### src/rtl/trap_pkg.sv
// -----------------------------------------------------------------------------
// trap_pkg
// Shared definitions for the trap controller: FSM state encoding, the default
// "no exception" code, the machine-mode CSR addresses written on a trap, and
// the encodings of the PC source select driven towards the fetch stage.
// -----------------------------------------------------------------------------
package trap_pkg;

    typedef enum logic [1:0] {
        ST_IDLE       = 2'd0,
        ST_SAVE_EPC   = 2'd1,
        ST_SAVE_CAUSE = 2'd2,
        ST_REDIRECT   = 2'd3
    } trap_state_e;

    localparam logic [3:0]  DEF_EXC_NONE   = 4'hF;
    localparam logic [11:0] DEF_CSR_MEPC   = 12'h341;
    localparam logic [11:0] DEF_CSR_MCAUSE = 12'h342;

    localparam logic [1:0]  PC_SEL_SEQ  = 2'd0;
    localparam logic [1:0]  PC_SEL_TRAP = 2'd1;
    localparam logic [1:0]  PC_SEL_MRET = 2'd2;

endpackage

### src/rtl/trap_ctrl.sv
// -----------------------------------------------------------------------------
// trap_ctrl
// Pipeline trap sequencer. An exception seen in MEM flushes the younger
// stages, freezes the pipe while MEPC and MCAUSE are written through a
// dedicated CSR port, then redirects fetch to the trap vector. MRET and
// load-use stalls are decoded combinationally while the sequencer is idle.
//
// Ports
//   i_clk, i_rst_n             clock, asynchronous active-low reset
//   i_exception_code_m [3:0]   exception code in MEM (EXC_NONE = none)
//   i_pc_m [31:0]              PC of the MEM instruction
//   i_mret_m                   MRET in MEM
//   i_stall_req                load-use stall from the hazard unit
//   i_mtvec, i_mepc [31:0]     current CSR values
//   o_pc_en .. o_mem_wb_en     stage clock enables
//   o_if_id/id_ex/ex_mem_flush synchronous stage clears
//   o_pc_sel [1:0]             0 seq/branch, 1 trap vector, 2 MRET return
//   o_redirect_pc [31:0]       target PC when o_pc_sel != 0
//   o_csr_wr_en/addr/wdata     trap CSR write port
//   o_busy                     sequencer is not idle
//
// There is no valid/ready handshake here: every output is a pure decode of
// the current state and inputs, valid in the same cycle.
// -----------------------------------------------------------------------------
module trap_ctrl
    import trap_pkg::*;
#(
    parameter logic [3:0]  EXC_NONE   = DEF_EXC_NONE,
    parameter logic [11:0] CSR_MEPC   = DEF_CSR_MEPC,
    parameter logic [11:0] CSR_MCAUSE = DEF_CSR_MCAUSE
) (
    input  logic        i_clk,
    input  logic        i_rst_n,
    input  logic [3:0]  i_exception_code_m,
    input  logic [31:0] i_pc_m,
    input  logic        i_mret_m,
    input  logic        i_stall_req,
    input  logic [31:0] i_mtvec,
    input  logic [31:0] i_mepc,
    output logic        o_pc_en,
    output logic        o_if_id_en,
    output logic        o_id_ex_en,
    output logic        o_ex_mem_en,
    output logic        o_mem_wb_en,
    output logic        o_if_id_flush,
    output logic        o_id_ex_flush,
    output logic        o_ex_mem_flush,
    output logic [1:0]  o_pc_sel,
    output logic [31:0] o_redirect_pc,
    output logic        o_csr_wr_en,
    output logic [11:0] o_csr_addr,
    output logic [31:0] o_csr_wdata,
    output logic        o_busy
);

    trap_state_e r_state;
    trap_state_e w_state_nxt;
    logic [31:0] r_pc;
    logic [3:0]  r_code;

    logic w_exc;
    logic w_take_trap;

    assign w_exc       = (i_exception_code_m != EXC_NONE);
    // Events are only accepted from IDLE; while busy they are dropped.
    assign w_take_trap = (r_state == ST_IDLE) && w_exc;

    // State and trap context registers.
    always_ff @(posedge i_clk or negedge i_rst_n) begin
        if (!i_rst_n) begin
            r_state <= ST_IDLE;
            r_pc    <= 32'd0;
            r_code  <= 4'd0;
        end else begin
            r_state <= w_state_nxt;
            if (w_take_trap) begin
                r_pc   <= i_pc_m;
                r_code <= i_exception_code_m;
            end
        end
    end

    // Next-state and output decode.
    always_comb begin
        w_state_nxt    = r_state;
        o_pc_en        = 1'b1;
        o_if_id_en     = 1'b1;
        o_id_ex_en     = 1'b1;
        o_ex_mem_en    = 1'b1;
        o_mem_wb_en    = 1'b1;
        o_if_id_flush  = 1'b0;
        o_id_ex_flush  = 1'b0;
        o_ex_mem_flush = 1'b0;
        o_pc_sel       = PC_SEL_SEQ;
        o_redirect_pc  = 32'd0;
        o_csr_wr_en    = 1'b0;
        o_csr_addr     = 12'd0;
        o_csr_wdata    = 32'd0;
        o_busy         = (r_state != ST_IDLE);

        // Outputs are forced to their quiet idle values while reset is held,
        // so a trap in flight cannot issue another CSR write.
        if (i_rst_n) begin
            unique case (r_state)
                ST_IDLE: begin
                    if (w_exc) begin
                        // Kill everything younger than the faulting instruction.
                        o_if_id_flush  = 1'b1;
                        o_id_ex_flush  = 1'b1;
                        o_ex_mem_flush = 1'b1;
                        w_state_nxt    = ST_SAVE_EPC;
                    end else if (i_mret_m) begin
                        o_pc_sel      = PC_SEL_MRET;
                        o_redirect_pc = i_mepc;
                        o_if_id_flush = 1'b1;
                        o_id_ex_flush = 1'b1;
                    end else if (i_stall_req) begin
                        // Hold PC and IF/ID, inject a bubble into ID/EX.
                        o_pc_en       = 1'b0;
                        o_if_id_en    = 1'b0;
                        o_id_ex_flush = 1'b1;
                    end
                end
                ST_SAVE_EPC: begin
                    o_pc_en     = 1'b0;
                    o_if_id_en  = 1'b0;
                    o_id_ex_en  = 1'b0;
                    o_ex_mem_en = 1'b0;
                    o_mem_wb_en = 1'b0;
                    o_csr_wr_en = 1'b1;
                    o_csr_addr  = CSR_MEPC;
                    o_csr_wdata = r_pc;
                    w_state_nxt = ST_SAVE_CAUSE;
                end
                ST_SAVE_CAUSE: begin
                    o_pc_en     = 1'b0;
                    o_if_id_en  = 1'b0;
                    o_id_ex_en  = 1'b0;
                    o_ex_mem_en = 1'b0;
                    o_mem_wb_en = 1'b0;
                    o_csr_wr_en = 1'b1;
                    o_csr_addr  = CSR_MCAUSE;
                    o_csr_wdata = {28'd0, r_code};
                    w_state_nxt = ST_REDIRECT;
                end
                ST_REDIRECT: begin
                    // Vector base is word aligned; the mode bits are dropped.
                    o_pc_sel      = PC_SEL_TRAP;
                    o_redirect_pc = {i_mtvec[31:2], 2'b00};
                    o_if_id_flush = 1'b1;
                    w_state_nxt   = ST_IDLE;
                end
                default: w_state_nxt = ST_IDLE;
            endcase
        end
    end

endmodule

### config.mk
export PLATFORM = sky130hd
export DESIGN_NAME = trap_ctrl
export DESIGN_NICKNAME = d
export VERILOG_FILES = /design/src/rtl/trap_pkg.sv /design/src/rtl/trap_ctrl.sv
export SDC_FILE = /design/constraint.sdc
export NUM_CORES = 1
export LEC_CHECK = 0
export ABC_AREA = 1
export BUFFER_PORTS_ARGS = -buffer_cell sky130_fd_sc_hd__buf_2
export CORE_ASPECT_RATIO = 0.6
export CORE_UTILIZATION = 42
export CTS_BUF_LIST = sky130_fd_sc_hd__clkbuf_16
export DETAILED_ROUTE_END_ITERATION = 12
export HOLD_SLACK_MARGIN = 0.03
export PLACE_DENSITY = 0.87
export RECOVER_POWER = 25
export SYNTH_ARGS = -nofsm -noshare
export SYNTH_HDL_FRONTEND = slang
export SYNTH_SLANG_ARGS = --single-unit
### constraint.sdc
create_clock -name i_clk -period 2.1 [get_ports i_clk]
set_clock_uncertainty 0.2 [all_clocks]
set_input_delay 0.105 -clock i_clk [delete_from_list [all_inputs] [get_ports i_clk]]
set_output_delay 0.105 -clock i_clk [all_outputs]
set_load 0.005 [all_outputs]
# After elaboration in Yosys (flattened, before gate mapping)
# Index checks and enable logic that the tools add are counted.
# Widths: inputs -> output; s select.
op_classes:
  add_sub_neg: 0
  n_mul: 0
  div: 0
  order_cmp: 0
  n_eq_ne: 5
  n_shift: 0
  mux: 35
  bitwise_logic: 0
  n_reduce_logical: 5
op_table:
  columns: ["operator", "n"]
  rows:
  - ["$mux 32", 4]
  - ["$pmux 32 s2", 2]
  - ["$pmux 10 s2", 1]
  - ["$mux 1", 19]
  - ["$mux 10", 1]
  - ["$mux 2", 4]
  - ["$pmux 2 s4", 1]
  - ["$eq 2x2->1 const B", 2]
  - ["$ne 4x4->1 const B", 1]
  - ["$pmux 1 s2", 2]
  - ["$pmux 2 s2", 1]
  - ["$eq 2x1->1 const B", 1]
  - ["$logic_not 2->1", 1]
  - ["$ne 2x2->1 const B", 1]
  - ["$reduce_and 2->1", 1]
  - ["$reduce_bool 2->1", 1]
  - ["$reduce_or 2->1", 1]
  - ["$logic_and 1x1->1", 1]
totals:
  regBits: 38
  latch_bits: 0
  ram_bits: 0
  mem_bits_ro: 0
  word_cells: 48
  mem_count: 0

# Depth between registers and ports, before layout
depth:
  ltp_word: 5
  depth_mapped: 8
  ltp_nobuf: 7

# Worst setup path before layout
# OpenSTA, ideal clock, no wires.
synth_timing:
  kind: "register to output"
  start: "reg r_state[0]"
  end: "out o_redirect_pc[10]"
  arrival_time_ns: 1.407
  path_slack_ns: 0.388
  path_stages_with_launch: 9
  path_buffers: 1
  cell_sequence: "dfrtp_1 inv_1 ha_1 inv_1 nand2_2 nor2_1 nand3_2 buf_6 o21ai_2"
synth_between:
  elab_chain_len: 3
  elab_cells_between_ends: 4
  classes_between: "eq/ne: 1; mux: 2; reduce/logical: 1"
synth_rtl:
  columns: ["element", "line_no", "source"]
  rows:
  - ["start: declaration", "trap_ctrl.sv:56", "trap_state_e r_state;"]
  - ["start signal: assignment", "trap_ctrl.sv:75", "r_state <= w_state_nxt;"]
  - ["$eq 2x2->1 / $logic_not 2->1 (equally long branches)", "trap_ctrl.sv:104", "unique case (r_state)"]
  - ["$pmux 32 s2 *", "trap_ctrl.sv:104", null]
  - ["$mux 32 *", "trap_ctrl.sv:103", "if (i_rst_n) begin"]
  - ["end: declaration", "trap_ctrl.sv:49", "output logic [31:0] o_redirect_pc,"]
# Mark *: on every way between the ends. The rest lies on a longest branch, timed or not.

# Worst setup path in the final report
layout_timing:
  start: "reg r_state[1]"
  end: "out o_redirect_pc[6]"
# The elaborated chain is that of the path after synthesis.

==> results.cfg <==
[critical_path]
crit_required_ns = 1.79
crit_type = reg2out
path_max_fanout = 8
end_kind = primary output
worstSetupStartpointType = flip-flop
cp_data_arrival_time_ns = 1.88

[detailed_routing]
vias = 3301
drt-met1-wl_um = 4030
dr_wl_met2_um = 4780
dr.pass1.iters = 5
dr_wl_met3_um = 759
wl_per_cell_um = 14.0
drtIter0Drc = 213
viasPerCell = 4.74
ant_nets = 0
wl_um = 9730
topRoutingLayerUsed = met4
drc = 0

[finish]
final_cell_mix = buf_2, nand2_1, inv_1
drive_above_1_share_pct = 42.3
ff_latch_area_um2 = 951
multi_input_area_mm2 = 0.00129
final_common_cell = buf_2
final_net_count = 722
antenna_cells = 0
finalInstanceArea_mm2 = 0.00440
final_cells = 697
synthToLayoutAreaGrowth_pct = 63.1
fill_cells = 476

[clocking]
htreeDepth = 2
clk_pin_slew_ns = 0.05
cts_buffer_depth = 2
cts_tree = built
clkLatencyLatePin_ns = 0.27
cts-root-buf = clkbuf_16
numCtsBuffers = 5
cts_sinks = 38

[grt]
grt_pass1_wl_um = 14500
overflow = 0
track_usage_pct = 27.5
antenna_found_initial = 0
grt_pass1_vias = 3084
grt_max_degree = 69

[synth]
ys_warn_count = 0
synth.distinct_cells = 19
synth_area_mm2 = 0.00270
synth-seq-cells = 38
syn_inst = 392
syn_area_per_cell_um2 = 6.88
yosysSeqAreaShare_pct = 35.3

[sta]
fmax_mhz = 458
hold_viol_final = 0
fin_crit_ns = 2.18
timing.hold.ws_ns = 0.168
rsz0062_at_grt = true
slew_headroom_pct = 65.7
period_share_pct = 104
tightestPinTransition_ns = 0.514
tns_ns = -1.14
drv_slew = 0
worst_slack_ns = -0.0834
setup_viol = 19

[place]
globalplace.congestion = 0.792
port-buffer-count = 182
dp_cells = 636
dp.final_hpwl_um = 5750
place_area_mm2 = 0.00361

[run_status]
violations = negative setup slack
status = complete, but fails checks

[floorplan]
die_y_um = 64.1
die_area_mm2 = 0.00676
ios = 192
core.rowCount = 22
core_area_mm2 = 0.00617
start_util_pct = 43.7
die_w_um = 105

[flow_run]
drv_cap = 0

[power]
leakagePower_uw = 0.00260
vdd_ir_drop_max_mv = 0.658
pwr_density_cell_mw_per_mm2 = 1070

[min_path]
hp-class = in2async
## layer usage
| layer | GRT usage (%) | vias to the layer above |
|---|---|---|
| li1 | - | 1611 |
| met1 | 34.6 | 1498 |
| met2 | 47.2 | 173 |
| met3 | 5.82 | 19 |
| met4 | 9.68 | 0 |
| met5 | 0 | - |
## cell type report
type	count	area share, %
inverter	80	6.94
multi-input combinational	244	29.4
timing repair buffer	244	36.6
tap	84	2.39
clock inverter	2	0.171
sequential	38	21.6
clock buffer	5	2.85
## logic make-up after synthesis
logic type	share of synthesized area, %
AOI/OAI and AO/OA	17.8
adders and majority gates	2.32
buffers and inverters	20.0
DFF	35.3
other	0.139
and+or+nand+nor	24.4
## flip-flops by register name (all words and copies together) (netlist names)
signal / cells
r_pc: 32
r_code: 4
r_state: 2
## repair_timing
action	in CTS	in global routing
hold endpoints to repair	54	0
setup buffers	9	3
hold buffers	38	0
setup endpoints to repair	46	65
pin swaps	0	3
resized for setup	18	11
gates cloned	3	3
## power by group
group	internal [uW]	total, uW	switching [uW]
combinational	1160	2720	1560
clock	424	683	260
sequential	1100	1300	200
total	2690	4710	2020
## worst paths after layout
check,from,end,slack [ns],cells past startpoint
min in group i_clk,r_pc[26],r_pc[26],0.28,2
hold / removal,i_rst_n,r_state[1],0.17,2
hold reg to reg,r_pc[26],r_pc[26],0.28,2
setup / recovery,r_state[1],o_redirect_pc[6],-0.08,10
max in group asynchronous,i_rst_n,r_pc[17],0.48,4
setup reg to reg,r_state[1],r_state[0],0.33,6
## synth_stat cells
cell type	instances	area, um2
a21oi_1	9	45.0
buf_2	9	45.0
buf_4	15	113
buf_6	5	56.3
clkbuf_1	7	26.3
conb_1	1	3.75
dfrtp_1	38	951
ha_1	5	62.6
inv_1	80	300
nand2_1	84	315
nand2_2	1	6.26
nand3_1	33	165
nand3_2	1	10.0
nor2_1	38	143
nor2_2	1	6.26
o21ai_0	23	115
o21ai_1	8	40.0
o21ai_2	32	280
or2_2	2	12.5
## worst max-delay path, stage by stage (launching register included)
cell and delay (ns):
dfrtp_1 0.40, inv_2 0.10, ha_4 0.21, inv_2 0.05, nand2_2 0.06, nor2_4 0.15
nand3_4 0.11, buf_6 0.16, buf_16 0.14, o21ai_2 0.10, buf_2 0.12
## stage by stage
| step | utilization (%) | total power, uW | setup WS [ns] |
|---|---|---|---|
| floorplan | - | 2830 | 0.388 |
| global placement | 58.6 | 3400 | 0.113 |
| detailed placement | 58.6 | 3490 | 0.0268 |
| CTS | 70.1 | 4420 | -0.00144 |
| global route | 71.3 | 5100 | -0.134 |
| finish | 71.3 | 4710 | -0.0834 |
No activity file was read; power rests on OpenSTA's default activity.
